==> config.mk <==
export PLATFORM = sky130hd
export DESIGN_NAME = satellite_uart_tx
export DESIGN_NICKNAME = d
export VERILOG_FILES = /design/src/rtl/satellite_uart_tx.sv
export SDC_FILE = /design/constraint.sdc
export NUM_CORES = 1
export LEC_CHECK = 0
export CAP_MARGIN = 5
export CORE_AREA = 2 2 119 109
export DETAILED_ROUTE_END_ITERATION = 8
export DIE_AREA = 0 0 121 111
export GPL_TIMING_DRIVEN = 0
export HOLD_SLACK_MARGIN = 0.03
export PLACE_DENSITY = 0.83
export SKIP_LAST_GASP = 1
export SLEW_MARGIN = 20
export SYNTH_ARGS = -nofsm -noshare
export SYNTH_HDL_FRONTEND = slang
export SYNTH_SLANG_ARGS = --single-unit
==> constraint.sdc <==
create_clock -name s_axi_aclk -period 3.3 [get_ports s_axi_aclk]
set_input_delay 0.33 -clock s_axi_aclk [delete_from_list [all_inputs] [get_ports s_axi_aclk]]
set_output_delay 0.33 -clock s_axi_aclk [all_outputs]
set_load 0.01 [all_outputs]
==> src/rtl/satellite_uart_tx.sv <==
// satellite_uart_tx: AXI-Stream byte FIFO feeding an async UART serialiser
// (start, 8 data bits LSB-first, optional parity, 1 or 2 stop bits).
module satellite_uart_tx #(
   parameter int unsigned CLKS_PER_BIT = 434,
   parameter int unsigned FIFO_DEPTH   = 16,
   parameter int unsigned PARITY_EN    = 0,
   parameter int unsigned PARITY_ODD   = 0,
   parameter int unsigned STOP_BITS    = 1
) (
   input  logic                          s_axi_aclk,
   input  logic                          s_axi_areset,
   input  logic [7:0]                    s_axis_tdata,
   input  logic                          s_axis_tvalid,
   output logic                          s_axis_tready,
   input  logic                          tx_enable,
   output logic                          satellite_uart_0_txd,
   output logic                          tx_busy,
   output logic [$clog2(FIFO_DEPTH):0]   fifo_level
);

   localparam int unsigned AW = $clog2(FIFO_DEPTH);
   localparam int unsigned LW = AW + 1;
   localparam int unsigned CW = $clog2(STOP_BITS * CLKS_PER_BIT);

   localparam logic [CW-1:0] BIT_LOAD  = CW'(CLKS_PER_BIT - 1);
   localparam logic [CW-1:0] STOP_LOAD = CW'(STOP_BITS * CLKS_PER_BIT - 1);
   localparam logic [LW-1:0] FULL_LVL  = LW'(FIFO_DEPTH);
   localparam logic          ODD_POL   = (PARITY_ODD != 0);

   typedef enum logic [2:0] {
      ST_IDLE,
      ST_START,
      ST_DATA,
      ST_PARITY,
      ST_STOP
   } state_t;

   // FIFO storage and control
   logic [7:0]    mem [FIFO_DEPTH];
   logic [AW-1:0] wr_ptr;
   logic [AW-1:0] rd_ptr;
   logic [LW-1:0] level;
   logic [LW-1:0] level_next;
   logic [7:0]    head;
   logic          push;
   logic          pop;
   logic          fifo_empty;

   // Serialiser
   state_t        state;
   logic [CW-1:0] cnt;
   logic [2:0]    bit_idx;
   logic [7:0]    shreg;
   logic          par_bit;
   logic          txd_r;
   logic          bit_done;

   assign push       = s_axis_tvalid & s_axis_tready;
   assign fifo_empty = (level == '0);
   assign head       = mem[rd_ptr];
   assign bit_done   = (cnt == '0);

   assign satellite_uart_0_txd = txd_r;
   assign tx_busy              = (state != ST_IDLE);
   assign fifo_level           = level;

   // Pop the head byte whenever a new frame is launched (from IDLE or straight out of STOP)
   always_comb begin
      pop = 1'b0;
      if (!fifo_empty && tx_enable) begin
         if (state == ST_IDLE)
            pop = 1'b1;
         else if (state == ST_STOP && bit_done)
            pop = 1'b1;
      end
   end

   // Next FIFO occupancy; simultaneous push and pop cancel out
   always_comb begin
      level_next = level;
      if (push && !pop)
         level_next = level + 1'b1;
      else if (pop && !push)
         level_next = level - 1'b1;
   end

   // Byte storage: no reset needed, validity is tracked by the pointers
   always_ff @(posedge s_axi_aclk) begin
      if (push)
         mem[wr_ptr] <= s_axis_tdata;
   end

   // FIFO pointers, occupancy and registered ready (= not full)
   always_ff @(posedge s_axi_aclk) begin
      if (s_axi_areset) begin
         wr_ptr        <= '0;
         rd_ptr        <= '0;
         level         <= '0;
         s_axis_tready <= 1'b1;
      end else begin
         if (push)
            wr_ptr <= wr_ptr + 1'b1;
         if (pop)
            rd_ptr <= rd_ptr + 1'b1;
         level         <= level_next;
         s_axis_tready <= (level_next != FULL_LVL);
      end
   end

   // Frame FSM with bit-period down-counter; txd is registered from the current state,
   // so the line trails the state by one cycle while every bit keeps its full width
   always_ff @(posedge s_axi_aclk) begin
      if (s_axi_areset) begin
         state   <= ST_IDLE;
         cnt     <= '0;
         bit_idx <= '0;
         shreg   <= '0;
         par_bit <= 1'b0;
         txd_r   <= 1'b1;
      end else begin
         case (state)
            ST_IDLE:   txd_r <= 1'b1;
            ST_START:  txd_r <= 1'b0;
            ST_DATA:   txd_r <= shreg[0];
            ST_PARITY: txd_r <= par_bit;
            default:   txd_r <= 1'b1;
         endcase

         case (state)
            ST_IDLE: begin
               if (pop) begin
                  state   <= ST_START;
                  cnt     <= BIT_LOAD;
                  shreg   <= head;
                  par_bit <= (^head) ^ ODD_POL;
               end
            end
            ST_START: begin
               if (bit_done) begin
                  state   <= ST_DATA;
                  cnt     <= BIT_LOAD;
                  bit_idx <= '0;
               end else begin
                  cnt <= cnt - 1'b1;
               end
            end
            ST_DATA: begin
               if (bit_done) begin
                  shreg <= {1'b0, shreg[7:1]};
                  if (bit_idx == 3'd7) begin
                     if (PARITY_EN != 0) begin
                        state <= ST_PARITY;
                        cnt   <= BIT_LOAD;
                     end else begin
                        state <= ST_STOP;
                        cnt   <= STOP_LOAD;
                     end
                  end else begin
                     bit_idx <= bit_idx + 1'b1;
                     cnt     <= BIT_LOAD;
                  end
               end else begin
                  cnt <= cnt - 1'b1;
               end
            end
            ST_PARITY: begin
               if (bit_done) begin
                  state <= ST_STOP;
                  cnt   <= STOP_LOAD;
               end else begin
                  cnt <= cnt - 1'b1;
               end
            end
            ST_STOP: begin
               if (bit_done) begin
                  if (pop) begin
                     state   <= ST_START;
                     cnt     <= BIT_LOAD;
                     shreg   <= head;
                     par_bit <= (^head) ^ ODD_POL;
                  end else begin
                     state <= ST_IDLE;
                  end
               end else begin
                  cnt <= cnt - 1'b1;
               end
            end
            default: state <= ST_IDLE;
         endcase
      end
   end

endmodule
Word level (Yosys, flattened, before mapping)
Memory sizes are Yosys's and may differ from the RTL's. A register that Yosys moved wholly into a read port is not among the register bits.
Cells that the tools add are included.
{"block": "op_classes", "muxes": 33, "n_bitwise": 1, "reduce_logical": 21, "n_addsub": 6, "magnitude_cmp": 0, "shift": 0, "mul": 0, "n_eq_ne": 13, "n_div": 0}
{"cell": "$mux 3", "n": 9}
{"cell": "$mux 9", "n": 3}
{"cell": "$pmux 9 s3", "n": 1}
{"cell": "$mux 8", "n": 3}
{"cell": "$pmux 8 s3", "n": 1}
{"cell": "$pmux 3 s5", "n": 1}
{"cell": "$ne 2x2->1 const B", "n": 7}
{"cell": "$mux 5", "n": 2}
{"cell": "$logic_not 9->1", "n": 1}
{"cell": "$reduce_bool 3->1", "n": 3}
{"cell": "$sub 9x1->9 const B", "n": 1}
{"cell": "$add 4x1->4 const B", "n": 2}
{"cell": "$mux 1", "n": 8}
{"cell": "$mux 4", "n": 2}
{"cell": "$reduce_xor 8->1", "n": 1}
{"cell": "$eq 3x2->1 const B", "n": 2}
{"cell": "$eq 3x3->1 const B", "n": 2}
{"cell": "$pmux 3 s2", "n": 1}
{"cell": "$reduce_and 6->1", "n": 1}
{"cell": "$add 5x1->5 const B", "n": 1}
{"cell": "$logic_not 5->1", "n": 1}
{"cell": "$ne 5x5->1 const B", "n": 1}
{"cell": "$sub 5x1->5 const B", "n": 1}
{"cell": "$logic_and 1x1->1", "n": 4}
{"cell": "other kinds (12)", "n": 15}
{"block": "word_totals", "wordCells": 85, "out_inout_bits": 8, "mem_bits_rw": 128, "ff_bits": 39, "memories": 1, "latchBits": 0, "inputBits": 12, "mem_bits_ro": 0}
{"memory": "mem", "words": 16, "word_bits": 8, "rd": 1, "rd_ports_with_merged_regs": 1, "write_ports": 1, "line": "39", "source": "logic [7:0] mem [FIFO_DEPTH];"}

Logic depth before layout (Yosys ltp)
Gate-level depths: netlist of run 1.
{"block": "depth", "ltp_word": 9, "ltp_mapped": 9, "mapped_depth_nobuf": 9}

Worst setup path after synthesis of run 1
No wires, ideal clock.
{"block": "synth_timing", "path_type": "reg2reg", "from": "register level[0], in the netlist fifo_level[0]", "to": "register s_axis_tready", "t_arrival_ns": 2.013, "path_slack_ns": 1.155, "setup_time_ns": 0.132, "n_path_buf": 0, "period_less_slack_ns": 2.145, "required_ns": 3.168, "stages_incl_launch_ff": 10, "path_cell_list": "dfxtp_1 inv_1 ha_1 inv_1 o41ai_1 a211oi_4 or2b_2 o22ai_1 xnor2_1 nand4_1"}
{"block": "synth_between", "elab_chain_cells": 8, "word_cells_on_any_way": 12, "classes_between": "add/sub: 2; eq/ne: 1; mux: 3; reduce/logical: 6"}
{"element": "start: declaration", "line": "42", "source": "logic [LW-1:0] level;"}
{"element": "start signal: assignment", "line": "105", "source": "level <= level_next;"}
{"element": "branches (longest 6 deep; another with $sub 5x1->5)"}
{"element": "$mux 5 (*)", "line": "81", "source": "if (push && !pop)"}
{"element": "$ne 5x5->1 (*)", "line": "106", "source": "s_axis_tready <= (level_next != FULL_LVL);"}
{"element": "end signal: assignment", "line": "106"}
{"element": "end: declaration", "line": "14", "source": "output logic s_axis_tready,"}
Every way passes the cells marked *.
A chain may end at the register's enable or synchronous reset.

Worst setup path in the final report of run 1
Same ends and word-level chain as after synthesis.

==> results of run 1 <==
-- final timing paths --
path | startpoint | end | slack (ps) | depth (start not counted)
hold reg to reg | shreg[1]$_SDFFE_PP0P_ | shreg[0]$_SDFFE_PP0P_ | 490 | 2
hold / removal | shreg[1]$_SDFFE_PP0P_ | shreg[0]$_SDFFE_PP0P_ | 490 | 2
setup / recovery | fifo_level[0]$_SDFF_PP0_ | s_axis_tready$_SDFF_PP1_ | 710 | 9
setup reg to reg | fifo_level[0]$_SDFF_PP0_ | s_axis_tready$_SDFF_PP1_ | 710 | 9
-- Yosys cell counts (all sizes together) (4+ instances only) --
library cell / count
nor2: 59
xor2: 5
buf: 13
mux4: 32
a311oi: 8
inv: 11
a22oi: 17
a21oi: 12
ha: 12
a211oi: 5
o21ai: 16
a31oi: 5
nand3: 7
edfxtp: 128
xnor2: 12
nand4: 4
nor3: 9
dfxtp: 43
nand2b: 4
clkbuf: 11
nand2: 45
-- worst max-delay path: stages, from the launching register on --
cell,delay (ps)
dfxtp_1,380
inv_1,110
ha_1,150
inv_1,40
o41ai_1,740
a211oi_4,210
or2b_2,400
o22ai_1,160
xnor2_1,170
nand4_1,110
-- where the power goes --
group / total, W / internal, W / leakage [nW] / switching [W]
clock: 0.00192 / 0.00101 / 0.284 / 0.000912
combinational: 0.00199 / 0.000898 / 0.927 / 0.00109
sequential: 0.00267 / 0.00250 / 1.51 / 0.000169
-- flip-flops by register name (all words and copies together) (netlist names), named ones only --
| signal | cells |
|---|---|
| mem | 128 |
| par_bit | 1 |
| shreg | 8 |
| s_axis_tready | 1 |
| wr_ptr | 4 |
| cnt | 9 |
| rd_ptr | 4 |
| satellite_uart_0_txd | 1 |
| state | 3 |
| fifo_level | 5 |
| bit_idx | 3 |
-- layer usage --
metal  up-vias  routed length [um]
met5         -                   0
li1       1955                   -
met2       170                7160
met4         0                 244
met3        22                 902
met1      2144                6190
-- cell type report --
| cell class | instances | area (um2) | share of cell area (%) |
|---|---|---|---|
| timing repair buffer | 19 | 190 | 2.32 |
| clock buffer | 17 | 425 | 5.20 |
| clock inverter | 15 | 149 | 1.82 |
| sequential | 171 | 4700 | 57.5 |
| tap | 164 | 205 | 2.51 |
| inverter | 11 | 41.3 | 0.505 |
| multi-input combinational | 282 | 2320 | 28.3 |
| buffer | 24 | 148 | 1.80 |
-- cell families (layout without fill, tap and decap cells) --
group                    count (synthesis)  in the layout  share of synthesized area, %
multiplexers                            34             34                          10.9
flip-flops                             171            171                          65.4
AO/OA/AOI/OAI                           77             77                          7.78
XOR/XNOR                                17             17                          2.07
AND/OR/NAND/NOR                        142            142                          9.08
buffers and inverters                   35             86                          2.63
adder cells (fa/ha/maj)                 12             12                          2.09
-- stage by stage --
stage,power [W],cells,setup WS [ps],util [%]
detailed placement,0.00467,671,688,61.6
global placement,0.00459,671,325,61.4
global route,0.00689,703,550,66.3
finish,0.00658,703,707,66.3
floorplan,0.00419,488,1160,-
CTS,0.00658,703,720,66.3
==> reports/results.txt, run 1 <==
type of the tightest min-delay check = register to register
Layout Skew = 6.94 ps
I/O pin count = 20
Die X = 121 um
number of global-route vias before repair = 4193
TritonCTS clock tree = built
Cell Area, Placed = 7610 um2
Most used DFF post-synth = edfxtp_1
Critical Path Start Type = register
first-pass GRT wire length = 22600 um
synth warn = 0
#FFs+latches synth = 171
met3 global-route usage = 5.40%
critical path required time = 3610 ps
Slew Limit Fails = 0
Post-synth EDFFs = 128
Worst Max-Slew Pin Slew = 918 ps
Synth cell types = 54
CTS root buf = clkbuf_16
unrepaired setup endpoints after global routing = no
Seq/Total Area, Yosys = 65.4%
Async SR Flop Fraction = 0%
mean post-synth cell area = 14.7 um2
DRC viols = 0
Final setup viols = 0
GRT busiest layer = met2
Min Hold Slack = 486 ps
drt wl/cell = 20.6 um
share of cells above drive strength 1 = 14.1%
commonest non-fill, non-tap cell in the layout = edfxtp_1
Port Buf Inserts = 19
M1 GR Usage = 31.6%
syn_nets = 512
antenna-violating nets left = 0
Pre-antenna DRT Iters = 6
commonest non-fill, non-tap cells in the layout = edfxtp_1 (128), nor2_1 (59), nand2_1 (44)
Routed Wire Length = 14500 um
CTS H-tree depth = 4
Tcrit/Tclk final = 78.6%
Design Area, Final = 8180 um2
cell taking the most area after synthesis = edfxtp_1
clock sink total = 171
CTS max path bufs = 2
setup TNS = 0 ps
Via-to-Cell Ratio = 6.10
met2 usage = 36.0%
Area contributors post-synth = edfxtp_1 (53%), dfxtp_1 (12%), mux4_2 (6.3%)
Die Height = 111 um
Yosys top cell area share = 53.5%
Fin. Hold Viols = 0
PwrDens = 804 nW/um2
Starting DRT DRC Count = 570
hold buffers post-CTS = 0
Cell Rows = 39
Fmax achieved = 386 MHz
Worst-Skew Late Latency = 440 ps
Final Net Count = 550
Final min period = 2590 ps
status = completed
GPL Wtd Cong = 0.859
Ant. Diodes = 0
Crit. End Element = register
DR vias = 4291
critical path data arrival time = 2900 ps
Post-CTS Resized = 0
Worst Path Max Fanout = 8
Worst-path clk slew = 70 ps
CP Class = register to register
post-CTS setup buffers = 0
initial core utilization = 58.2%
grt ovf = 0
Cells after Synth = 488
TritonCTS Buffers = 17
Final HPWL DP = 9660 um
Leakage Power = 2.72 nW
number of max-cap violations = 0
initial antenna violation count = 0
Core Region = 12300 um2
area delta synth->final = 13.8%
mapped cell area = 7190 um2
pin count of the biggest net entering global routing = 19
Slew Limit Headroom = 38.0%
GRT Util Overall = 23.0%
DIE AREA = 13400 um2
Filler cells = 832
maximum VDD drop = 476 uV
Power figures use the tool's default switching activity.
==> run 2, diff against run 1 <==
--- a/config.mk
+++ b/config.mk
@@ -6,12 +6,12 @@
 export NUM_CORES = 1
 export LEC_CHECK = 0
 export CAP_MARGIN = 5
-export CORE_AREA = 2 2 119 109
+export CORE_AREA = 2 2 124 114
 export DETAILED_ROUTE_END_ITERATION = 8
-export DIE_AREA = 0 0 121 111
+export DIE_AREA = 0 0 126 116
 export GPL_TIMING_DRIVEN = 0
 export HOLD_SLACK_MARGIN = 0.03
-export PLACE_DENSITY = 0.83
+export PLACE_DENSITY = 0.8
 export SKIP_LAST_GASP = 1
 export SLEW_MARGIN = 20
 export SYNTH_ARGS = -nofsm -noshare
==> constraint.sdc (replaced) <==
create_clock -name s_axi_aclk -period 2.2 [get_ports s_axi_aclk]
set_input_delay 0.22 -clock s_axi_aclk [delete_from_list [all_inputs] [get_ports s_axi_aclk]]
set_output_delay 0.22 -clock s_axi_aclk [all_outputs]
set_load 0.01 [all_outputs]
==> reports/results.txt, run 2 (synthesis results as in run 1) <==
TritonCTS Buffers = 17 (unchanged)
Die X = 126 um (+4.1%)
Layout Skew = 21.5 ps (+14.5 ps)
cells on worst reg2reg path = 10 (+1)
number of global-route vias before repair = 4343 (+3.6%)
DR vias = 4325 (+0.79%)
Die Height = 116 um (+4.5%)
Final WS setup = -148 ps (-855 ps)
Design Area, Final = 8450 um2 (+3.3%)
commonest non-fill, non-tap cell in the layout = edfxtp_1
CTS root buf = clkbuf_16
number of max-cap violations = 0 (unchanged)
Fin. Hold Viols = 0 (unchanged)
type of the tightest min-delay check = primary input to register
violated checks = negative setup slack
Cell Rows = 40 (+2.6%)
reg2reg end = par_bit$_SDFFE_PP0P_
Worst Path Max Fanout = 5 (-3)
maximum VDD drop = 739 uV (+55%)
critical path data arrival time = 2700 ps (-200 ps)
Hold EP = satellite_uart_0_txd$_SDFF_PP1_
CTS H-tree depth = 4 (unchanged)
CP Class = register to register
Starting DRT DRC Count = 431 (-24%)
Tcrit/Tclk final = 107% (+28 points)
Core Region = 13200 um2 (+7.0%)
register-to-register setup slack = -150 ps (-850 ps)
first-pass GRT wire length = 23300 um (+3.1%)
PwrDens = 1220 nW/um2 (+52%)
GPL Wtd Cong = 0.937 (+9.0%)
grt ovf = 0 (unchanged)
fin util = 64.0% (-2.3 points)
initial core utilization = 54.4% (-3.8 points)
Worst-Skew Late Latency = 440 ps (about the same)
I/O pin count = 20 (unchanged)
TritonCTS clock tree = built
Min-Delay Path Depth = 2 (unchanged)
DIE AREA = 14600 um2 (+8.8%)
critical path cell sequence = buf_6 -> buf_12 -> buf_16 -> mux4_2 -> a22oi_2 -> nand2_2 -> xnor2_2 -> xnor2_2 -> xnor2_1 -> a211oi_1
Ant. Diodes = 0 (unchanged)
DRC viols = 0 (unchanged)
drt wl/cell = 20.7 um (+0.35%)
antenna-violating nets left = 0 (unchanged)
Port Buf Inserts = 19 (unchanged)
unrepaired setup endpoints after global routing = yes
cell family with most CP delay = multiplexers
largest registers = mem: 128 flops, cnt: 9 flops, shreg: 8 flops
Slew Limit Headroom = 45.5% (+7.4 points)
Cell Area, Placed = 7610 um2 (unchanged)
Via-to-Cell Ratio = 6.07 (-0.48%)
Pre-antenna DRT Iters = 5 (-1)
status = finished, violations left
Min Hold Slack = 422 ps (-63.2 ps)
Critical Path Start Type = register
commonest non-fill, non-tap cells in the layout = edfxtp_1 (128), nor2_1 (47), dfxtp_1 (40)
cell mode on critical path = xnor2_2
CTS max path bufs = 2 (unchanged)
initial antenna violation count = 0 (unchanged)
Fmax achieved = 426 MHz (+10%)
Final min period = 2350 ps (-245 ps)
Crit path buffers/inverters = 3 (+1)
clock sink total = 171 (unchanged)
Biggest register = mem
pin count of the biggest net entering global routing = 17 (-2)
Final HPWL DP = 9270 um (-4.0%)
Worst-path clk slew = 70 ps (about the same)
critical path required time = 2550 ps (-1060 ps)
GRT Util Overall = 21.4% (-1.6 points)
Final Net Count = 556 (+1.1%)
area delta synth->final = 17.6%
Routed Wire Length = 14700 um (+1.6%)
Leakage Power = 2.75 nW (+1.2%)
Slew Limit Fails = 0 (unchanged)
setup TNS = -148 ps (-148 ps)
pre-CTS setup slack = -552 ps (-1240 ps)
hold wc startpoint = s_axi_areset
share of cells above drive strength 1 = 24.8% (+11 points)
Crit. End Element = register
Final setup viols = 1 (+1)
Slowest Stage Delay on Critical Path = 510 ps (-230 ps)
max reg flops = 128 (unchanged)
Worst Max-Slew Pin Slew = 815 ps (-103 ps)
CP max stage cell = mux4_2
[run 2: changes by cell type in the layout (fill, tap and decap cells not counted), sizes merged]
cell      delta
buf          +7
bufinv       +1
inv          -6
clkinvlp     +2
clkinv       +1
[run 2: cell type report]
class / count / area [um2]
Fill cell: 895 / 4760
Buffer: 23 / 151
Sequential cell: 171 / 4710
Inverter: 11 / 41.3
Clock inverter: 13 / 119
Clock buffer: 18 / 429
Multi-Input combinational cell: 282 / 2500
Timing Repair Buffer: 26 / 288
Tap cell: 168 / 210
[run 2: what timing repair did]
| action | 4_1_cts | 5_1_grt |
|---|---|---|
| endpoints found under the hold margin | 0 | 0 |
| setup endpoints to repair | 31 | 128 |
| gates resized for setup | 37 | 33 |
| pin swaps | 12 | 6 |
| hold buffers | 0 | 0 |
| cloned | 1 | 0 |
| setup buffers | 4 | 3 |
[run 2: where the power goes]
group	switching, W	total (W)	internal (W)
logic	0.00182	0.00350	0.00168
registers	0.000271	0.00404	0.00377
clock network	0.00124	0.00280	0.00155
total	0.00334	0.0103	0.00700
[run 2: through the flow]
| stage | std cells | power, W |
|---|---|---|
| 2_1_floorplan | 488 | 0.00629 |
| 3_3_place_gp | 675 | 0.00688 |
| 3_5_place_dp | 675 | 0.00699 |
| 4_1_cts | 711 | 0.0101 |
| 5_1_grt | 712 | 0.0108 |
| 6_report | 712 | 0.0103 |
[run 2: worst max path at each step]
stage                                        start                       end  slack (ps)  cells after the start
final                                     register      par_bit$_SDFFE_PP0P_        -150                     10
after global routing                      register      par_bit$_SDFFE_PP0P_        -220                     10
after CTS                                 register      par_bit$_SDFFE_PP0P_        -130                     10
after detailed placement             s_axis_tvalid       mem[0][5]$_DFFE_PP_        -550                      5
after global placement               s_axis_tvalid       mem[3][6]$_DFFE_PP_        -560                      5
after floorplan           fifo_level[0]$_SDFF_PP0_  s_axis_tready$_SDFF_PP1_          60                      9
[run 2: routing by layer]
metal | global-route usage, % | routed length, um
met5 | 0 | 0
met4 | 7.11 | 170
met3 | 5.72 | 1120
met2 | 34.7 | 7360
met1 | 28.6 | 6090
==> run 3, diff against run 2 <==
--- a/config.mk
+++ b/config.mk
@@ -6,9 +6,9 @@
 export NUM_CORES = 1
 export LEC_CHECK = 0
 export CAP_MARGIN = 5
-export CORE_AREA = 2 2 124 114
+export CORE_AREA = 2 2 151 94
 export DETAILED_ROUTE_END_ITERATION = 8
-export DIE_AREA = 0 0 126 116
+export DIE_AREA = 0 0 153 96
 export GPL_TIMING_DRIVEN = 0
 export HOLD_SLACK_MARGIN = 0.03
 export PLACE_DENSITY = 0.8
==> reports/results.txt, run 3 (synthesis results as in run 1) <==
first-pass GRT wire length = 25300 um (+8.6%)
Crit. End Element = register
initial core utilization = 53.9% (-0.51 points)
GRT Util Overall = 23.8% (+2.5 points)
Via-to-Cell Ratio = 6.23 (+2.5%)
cell mode on critical path = xnor2_2
Worst Path Max Fanout = 6 (+1)
share of cells above drive strength 1 = 28.6% (+3.8 points)
Pre-antenna DRT Iters = 5 (unchanged)
Leakage Power = 2.86 nW (+4.0%)
Worst Setup EP = par_bit$_SDFFE_PP0P_
Final HPWL DP = 10400 um (+13%)
Biggest register = mem
Cell Rows = 33 (-18%)
total chip power = 0.0113 W (+9.0%)
Core Region = 13300 um2 (+0.94%)
P_sw = 0.00368 W (+10%)
Starting DRT DRC Count = 579 (+34%)
maximum VDD drop = 681 uV (-7.8%)
pre-CTS setup slack = -419 ps (+133 ps)
DRC viols = 0 (unchanged)
CTS root buf = clkbuf_16
critical path required time = 2540 ps (about the same)
setup TNS = -241 ps (-93.7 ps)
Final min period = 2430 ps (+78.2 ps)
initial antenna violation count = 0 (unchanged)
Sequential Power Share = 36.0% (-3.1 points)
critical path data arrival time = 2760 ps (+60 ps)
TritonCTS clock tree = built
multi-input logic area = 2540 um2 (+1.5%)
largest registers = mem: 128 flops, cnt: 9 flops, shreg: 8 flops
clock sink total = 171 (unchanged)
Die Height = 96 um (-17%)
Fin. Hold Viols = 0 (unchanged)
Comb pwr share = 35.1% (+1.2 points)
pin count of the biggest net entering global routing = 17 (unchanged)
type of the tightest min-delay check = primary input to register
number of global-route vias before repair = 4449 (+2.4%)
cells on worst reg2reg path = 9 (-1)
Slew Limit Headroom = 49.8% (+4.3 points)
max reg flops = 128 (unchanged)
Inst Count DP = 682 (+1.0%)
Final Net Count = 566 (+1.8%)
Filler cells = 872 (-2.6%)
unrepaired setup endpoints after global routing = yes
commonest non-fill, non-tap cell in the layout = edfxtp_1
violated checks = negative setup slack
Die X = 153 um (+21%)
number of max-cap violations = 0 (unchanged)
TritonCTS Buffers = 17 (unchanged)
CTS max path bufs = 2 (unchanged)
Fmax achieved = 412 MHz (-3.2%)
grt ovf = 0 (unchanged)
Final setup viols = 2 (+1)
Pint = 0.00759 W (+8.5%)
Worst-path clk slew = 70 ps (about the same)
reg2reg end = par_bit$_SDFFE_PP0P_
DIE AREA = 14700 um2 (+0.49%)
Sw Ratio = 32.7% (+0.35 points)
Layout Skew = 9.85 ps (-11.6 ps)
Layout Cells excl Fill = 730 (+2.5%)
Worst-Skew Late Latency = 440 ps (about the same)
commonest non-fill, non-tap cells in the layout = edfxtp_1 (128), nor2_1 (47), dfxtp_1 (39)
Tcrit/Tclk final = 110% (+3.6 points)
critical path cell sequence = buf_8 -> bufbuf_16 -> mux4_2 -> a22oi_2 -> nand2_2 -> xnor2_2 -> xnor2_2 -> xnor2_1 -> a211oi_1
PwrDens = 1300 nW/um2 (+6.0%)
register-to-register setup slack = -230 ps (-80 ps)
drt wl/cell = 23.2 um (+12%)
Critical Path Start Type = register
Final WS setup = -226 ps (-78.2 ps)
Worst Max-Slew Pin Slew = 749 ps (-66.3 ps)
area delta synth->final = 20.9%
Routed Wire Length = 16900 um (+15%)
CP Class = register to register
Slowest Stage Delay on Critical Path = 510 ps (about the same)
GPL Wtd Cong = 0.868 (-7.3%)
Port Buf Inserts = 19 (unchanged)
Slew Limit Fails = 0 (unchanged)
DR vias = 4547 (+5.1%)
clock share of power = 28.9% (+1.8 points)
CTS H-tree depth = 4 (unchanged)
I/O pin count = 20 (unchanged)
status = finished, violations left
antenna-violating nets left = 0 (unchanged)
sequential cell area = 4710 um2 (about the same)
CP max stage cell = mux4_2
Ant. Diodes = 0 (unchanged)
==> run 3: changes by cell type in the layout (fill, tap and decap cells not counted), sizes merged <==
cell,previous run,this run
buf,20,29
bufbuf,0,1
bufinv,1,4
clkbuf,28,27
clkinv,7,4
inv,14,16
==> run 3: worst min-delay path by stage <==
stage	cells after the start	end	from
global placement	2	shreg[3]$_SDFFE_PP0P_	shreg[4]$_SDFFE_PP0P_
global route	2	satellite_uart_0_txd$_SDFF_PP1_	s_axi_areset
CTS	2	satellite_uart_0_txd$_SDFF_PP1_	s_axi_areset
finish	2	satellite_uart_0_txd$_SDFF_PP1_	s_axi_areset
floorplan	0	mem[0][0]$_DFFE_PP_	s_axis_tdata[0]
detailed placement	2	shreg[1]$_SDFFE_PP0P_	shreg[2]$_SDFFE_PP0P_
==> run 3: critical path, delay by kind of cell (launching register included) <==
family | cells | cell delay, ps
buffers and inverters | 2 | 430
xor gates and xnor gates | 3 | 450
muxes | 1 | 510
AOI/OAI and AO/OA | 2 | 500
and+or+nand+nor | 1 | 110
DFF | 1 | 340
==> run 3: per-stage QoR <==
step                util (%)  hold slack [ps]  instance area, um2
floorplan                  -              319                7190
global placement        57.0              463                7600
detailed placement      57.1              480                7620
CTS                     63.2              425                8430
global route            65.2              432                8700
finish                  65.2              423                8700
==> run 3: final cells by class <==
type / instances / area share (%)
sequential: 171 / 54.2
multi-input combinational: 282 / 29.2
tap: 175 / 2.52
clock buffer: 17 / 4.89
inverter: 11 / 0.532
buffer: 22 / 1.88
clock inverter: 15 / 2.45
timing repair buffer: 37 / 4.32
==> run 3: timing repair <==
item / 4_1_cts / 5_1_grt
hold buffers: 0 / 0
buffers inserted: 6 / 11
cloned: 1 / 0
endpoints found under the setup margin: 31 / 131
hold endpoints to repair: 0 / 0
pin swaps: 18 / 25
gates resized for setup: 23 / 61
==> run 3: power by group through the flow <==
stage          Combinational, W  Clock [W]  Sequential (W)
6_report                0.00396    0.00325         0.00405
5_1_grt                 0.00422    0.00340         0.00409
4_1_cts                 0.00338    0.00326         0.00404
3_5_place_dp            0.00300          0         0.00409
3_3_place_gp            0.00288          0         0.00406
2_1_floorplan           0.00226          0         0.00403
==> run 3: metal layers <==
layer / track usage, % / part of all wire (%) / vias to the layer above
met2: 36.7 / 47 / 220
met1: 33.2 / 43 / 2323
met3: 8.01 / 9.2 / 25
met4: 6.40 / 1.1 / 0
li1: - / - / 1979
met5: 0 / 0 / -
